File: src/rtl/filtr_stream_ctrl.sv
// Stream-to-filter adapter: accepts one valid/ready sample, strobes the notch filter, returns its result.
// Optional FILTR_TIMEOUT_EN macro adds a WAIT-state watchdog with a sticky err_timeout flag.

module filtr_stream_ctrl_chk #(
  parameter int DATA_SIZE      = 24,
  parameter int TIMEOUT_CYCLES = 64
) (
  input logic                 clk,
  input logic                 reset,
  input logic                 filt_sample,
  input logic                 in_ready,
  input logic                 out_valid,
  input logic                 out_ready,
  input logic [DATA_SIZE-1:0] out_data
);

  if (TIMEOUT_CYCLES < 1) begin : g_bad_timeout
    $error("TIMEOUT_CYCLES must be at least 1");
  end

  // The filter strobe is a single-cycle pulse.
  a_strobe_pulse : assert property (@(posedge clk) disable iff (!reset)
    filt_sample |=> !filt_sample);

  // Input is never accepted while a result is still pending downstream.
  a_no_accept_in_hold : assert property (@(posedge clk) disable iff (!reset)
    out_valid |-> !in_ready);

  // A stalled result keeps its valid and data until taken.
  a_hold_stable : assert property (@(posedge clk) disable iff (!reset)
    (out_valid && !out_ready) |=> (out_valid && $stable(out_data)));

endmodule

module filtr_stream_ctrl #(
  parameter int DATA_SIZE      = 24,
  parameter int TIMEOUT_CYCLES = 64,
  parameter int CNT_SIZE       = 16
) (
  input  logic                 clk,
  input  logic                 reset,
  input  logic [DATA_SIZE-1:0] in_data,
  input  logic                 in_valid,
  output logic                 in_ready,
  output logic [DATA_SIZE-1:0] filt_data_in,
  output logic                 filt_sample,
  input  logic [DATA_SIZE-1:0] filt_data_out,
  input  logic                 filt_done,
  output logic [DATA_SIZE-1:0] out_data,
  output logic                 out_valid,
  input  logic                 out_ready,
  output logic                 busy,
  output logic                 err_timeout,
  output logic [CNT_SIZE-1:0]  sample_cnt
);

  typedef enum logic [1:0] {
    IDLE = 2'd0,
    TRIG = 2'd1,
    WAIT = 2'd2,
    HOLD = 2'd3
  } state_t;

  state_t state_r;

`ifdef FILTR_TIMEOUT_EN
  localparam int TW = (TIMEOUT_CYCLES > 1) ? $clog2(TIMEOUT_CYCLES) : 1;
  localparam logic [TW-1:0] WAIT_LAST = TW'(TIMEOUT_CYCLES - 1);

  logic [TW-1:0] wait_cnt_r;
`endif

  // Control FSM; every output is a register updated here.
  always_ff @(posedge clk or negedge reset) begin
    if (!reset) begin
      state_r      <= IDLE;
      in_ready     <= 1'b0;
      filt_data_in <= '0;
      filt_sample  <= 1'b0;
      out_data     <= '0;
      out_valid    <= 1'b0;
      busy         <= 1'b0;
      err_timeout  <= 1'b0;
      sample_cnt   <= '0;
`ifdef FILTR_TIMEOUT_EN
      wait_cnt_r   <= '0;
`endif
    end else begin
      case (state_r)
        IDLE: begin
          if (in_valid && in_ready) begin
            filt_data_in <= in_data;
            in_ready     <= 1'b0;
            filt_sample  <= 1'b1;
            busy         <= 1'b1;
            state_r      <= TRIG;
          end else begin
            in_ready     <= 1'b1;
          end
        end
        // filt_done is deliberately not looked at here: the filter needs at least one cycle.
        TRIG: begin
          filt_sample <= 1'b0;
          state_r     <= WAIT;
`ifdef FILTR_TIMEOUT_EN
          wait_cnt_r  <= '0;
`endif
        end
        WAIT: begin
          if (filt_done) begin
            out_data    <= filt_data_out;
            out_valid   <= 1'b1;
            state_r     <= HOLD;
`ifdef FILTR_TIMEOUT_EN
          end else if (wait_cnt_r == WAIT_LAST) begin
            out_data    <= '0;
            out_valid   <= 1'b1;
            err_timeout <= 1'b1;
            state_r     <= HOLD;
`endif
          end else begin
`ifdef FILTR_TIMEOUT_EN
            wait_cnt_r  <= wait_cnt_r + TW'(1);
`endif
            state_r     <= WAIT;
          end
        end
        HOLD: begin
          if (out_ready) begin
            out_valid  <= 1'b0;
            sample_cnt <= sample_cnt + CNT_SIZE'(1);
            in_ready   <= 1'b1;
            busy       <= 1'b0;
            state_r    <= IDLE;
          end else begin
            state_r    <= HOLD;
          end
        end
        default: begin
          filt_sample <= 1'b0;
          out_valid   <= 1'b0;
          in_ready    <= 1'b0;
          busy        <= 1'b0;
          state_r     <= IDLE;
        end
      endcase
    end
  end

  filtr_stream_ctrl_chk #(
    .DATA_SIZE      (DATA_SIZE),
    .TIMEOUT_CYCLES (TIMEOUT_CYCLES)
  ) u_chk (
    .clk         (clk),
    .reset       (reset),
    .filt_sample (filt_sample),
    .in_ready    (in_ready),
    .out_valid   (out_valid),
    .out_ready   (out_ready),
    .out_data    (out_data)
  );

endmodule

File: config.mk
export PLATFORM = sky130hd
export DESIGN_NAME = filtr_stream_ctrl
export DESIGN_NICKNAME = d
export VERILOG_FILES = /design/src/rtl/filtr_stream_ctrl.sv
export SDC_FILE = /design/constraint.sdc
export NUM_CORES = 1
export LEC_CHECK = 0
export ABC_AREA = 1
export CAP_MARGIN = 20
export CORE_ASPECT_RATIO = 1.4
export CORE_UTILIZATION = 35
export DETAILED_ROUTE_END_ITERATION = 16
export PLACE_DENSITY = 0.69
export SYNTH_ARGS = -nofsm -noshare
export SYNTH_HDL_FRONTEND = slang
export SYNTH_SLANG_ARGS = --single-unit
File: constraint.sdc
create_clock -name clk -period 1.4 [get_ports clk]
set_input_delay 0.14 -clock clk [delete_from_list [all_inputs] [get_ports clk]]
set_output_delay 0.14 -clock clk [all_outputs]
set_load 0.005 [all_outputs]
==> impl_metrics.env <==
export IMPL_core_sq_um=7845
export IMPL_cpPeakStageDelay_ps=540
export IMPL_pin_count_of_the_biggest_net_entering_global_routing=71
export IMPL_groute_usage_overall_pct=16.66
export IMPL_clock_tree_from_tritoncts="built"
export IMPL_first_global_vias=2450
export IMPL_crit_path_start_kind="flop"
export IMPL_effective_utilization_at_floorplan_pct=36.78
export IMPL_worst_setup_hold_path_clk_slew_ps=70
export IMPL_post_synthesis_net_count=338
export IMPL_fp_row_count=38
export IMPL_clk_insertion_delay_late_ps=330
export IMPL_detailedRoute_firstIterationViolations=108
export IMPL_route_detailed_wl_per_inst_microns=12.60
export IMPL_final_util_pct=59.19
export IMPL_netlist_area_sq_um=2885
export IMPL_syn_inst=284
export IMPL_worstPathArrival_ps=1210
export IMPL_detail_route_first_pass_iterations=4
export IMPL_via_per_inst=4.477
export IMPL_cts_root_buffer="sky130_fd_sc_hd__clkbuf_8"
export IMPL_synthDistinctLibCells=25
export IMPL_numClockSinks=70
export IMPL_max_clock_freq_mhz=739.2
export IMPL_max_cap_violations=0
export IMPL_yosysWarningCount=1
export IMPL_critPathKind="flop to primary output"
export IMPL_critPathSlowestCell="sky130_fd_sc_hd__clkdlybuf4s50_1"
export IMPL_place_hpwl_mm=4.840
export IMPL_floorplan_io_pins=122
export IMPL_clk_path_buf_depth=2
export IMPL_cts_made_buffers=9
export IMPL_timing_critical_path_to_type="primary output"
export IMPL_fin_nets=488
export IMPL_required_ps=1260
export IMPL_finalHoldWorstSlack_ps=335.2
export IMPL_cp_top_family="buffers and inverters"
export IMPL_ys_ff_latch=70
export IMPL_synth_sequential_area_ratio_pct=60.71
export IMPL_path_buf_inv=1
export IMPL_leakagePower_nw=2.295
export IMPL_detailroute_via_count=2413
export IMPL_first_pass_grt_wire_length_mm=11.08
export IMPL_antenna_violating_nets_post_route=0
export IMPL_layout_area_overhead_vs_synth_pct=60.93
export IMPL_hold_viol_final=0
export IMPL_post_route_cells_drive_above_1_share_pct=18.68
export IMPL_postSynthAreaPerCell_sq_um=10.16
export IMPL_layout_filler_cell_count=711
export IMPL_routed_wirelength_mm=6.789
export IMPL_antenna_found_initial=0
export IMPL_finalMaxSlewViolations=0
export IMPL_post_synth_main_area_contributors="sky130_fd_sc_hd__dfrtp_1, sky130_fd_sc_hd__nand2_1, sky130_fd_sc_hd__mux2_2, sky130_fd_sc_hd__xor2_1, sky130_fd_sc_hd__inv_1"
export IMPL_critical_path_maximum_fanout=2
export IMPL_drcViolationCount=0
export IMPL_post_layout_nonfiller_instances=539
export IMPL_overflow=0
export IMPL_post_layout_total_power_w=0.008331
export IMPL_place_inst=508
export IMPL_placement_io_buffers=120
export IMPL_clock_skew_ps=8.374
export IMPL_globalplace_congestion=0.7456
export IMPL_post_route_min_period_ps=1353
export IMPL_vdd_ir_drop_worst_mv=1.084
export IMPL_final_period_utilization_pct=96.63
export IMPL_cts_htree_levels=3
export IMPL_antenna_cells_inserted=0
export IMPL_run_status="finished, final reports clean"
export IMPL_die_area_sq_um=8616
export IMPL_setup_viol=0
export IMPL_post_synth_top_area_fraction_pct=60.71
export IMPL_horiz_die_dim_microns=78.74
export IMPL_post_synth_top_area_cell="sky130_fd_sc_hd__dfrtp_1"
export IMPL_cp_cell_sequence="clkdlybuf4s50_1"
export IMPL_hold_path_class="primary input to flop"
export IMPL_cellPowerDensity_nw_per_um2=1794
export IMPL_fp_dieH_microns=109.4
power by group:
| part | leakage [nW] | switching, W | internal (W) |
|---|---|---|---|
| sequential | 0.850 | 0.000448 | 0.00287 |
| combinational | 1.35 | 0.00133 | 0.00230 |
| clock | 0.0926 | 0.000711 | 0.000676 |
routing by layer:
metal	vias up	global-route usage, %	wire length, microns
li1	1183	-	-
met1	1141	18.66	2660
met2	79	29.01	3578
met4	0	7.011	91
met5	-	0	0
met3	10	5.311	459
cells in the final DEF (no fill, tap or decap), drive strengths merged:
cell type / count
nand2: 118
clkdlybuf4s50: 102
dfrtp: 70
buf: 26
mux2: 24
nor2: 18
inv: 17
dlymetal6s2s: 13
clkbuf: 11
nand3: 8
xor2: 7
clkinv: 5
dlygate4sd2: 4
nand4: 3
xnor2: 3
o21ai: 2
a21oi: 2
nor3: 2
nand3b: 1
ha: 1
conb: 1
dlygate4sd3: 1
cells by family after synthesis:
kind of cell             after synthesis  synth area share (%)
XOR/XNOR                              10                 3.036
flip-flops                            70                 60.71
adder cells (fa/ha/maj)                1                0.4336
AO/OA/AOI/OAI                          4                0.6939
buffers and inverters                 24                 3.513
other                                  1                0.1300
multiplexers                          24                 9.367
AND/OR/NAND/NOR                      150                 22.12
Yosys cell counts (all sizes together):
cell type and number:
conb 1, nand3 8, a21oi 2, nor3 2, ha 1, dfrtp 70, nand3b 1, inv 17
xor2 7, nor2 18, o21ai 2, xnor2 3, nand2 118, nand4 3, mux2 24, buf 7
path summary, 6_finish.rpt:
path,from,to,slack [ps],cells after the start
min reg2reg,busy,busy,470,2
max,out_data[2],out_data[2],50,1
max reg2reg,sample_cnt[0],sample_cnt[8],130,8
min in group asynchronous,reset,sample_cnt[3],350,3
max in group asynchronous,reset,sample_cnt[8],750,3
min,in_data[21],filt_data_in[21],340,3
area by class of cell:
cell class                 count  area [sq um]  area share, %
clock buffer                  11         141.4          3.045
clock inverter                 5         25.02         0.5389
inverter                      17         63.81          1.374
multi-input combinational    190          1060          22.82
sequential                    70          1754          37.78
tap                          100         125.1          2.695
timing repair buffer         146          1474          31.74
per-stage QoR:
stage	setup TNS [ps]	setup slack [ps]	area [sq um]
3_5_place_dp	-25.74	-19.85	4304
3_3_place_gp	-7.187	-7.187	4304
4_1_cts	0	1.765	4568
6_report	0	47.24	4643
2_1_floorplan	0	50.49	2885
5_1_grt	-20.80	-18.58	4643
repair_timing:
action | 4_1_cts | 5_1_grt
gates cloned | 0 | 0
setup endpoints to repair | 16 | 20
hold buffers | 1 | 0
resized for setup | 6 | 21
buffers inserted | 12 | 2
endpoints found under the hold margin | 70 | 0
registers in the layout, summed over array words and instances (netlist names):
name	flops
busy	1
out_data	24
filt_data_in	24
filt_sample	1
in_ready	1
out_valid	1
state_r	2
sample_cnt	16
No activity file was read; power rests on OpenSTA's default activity.
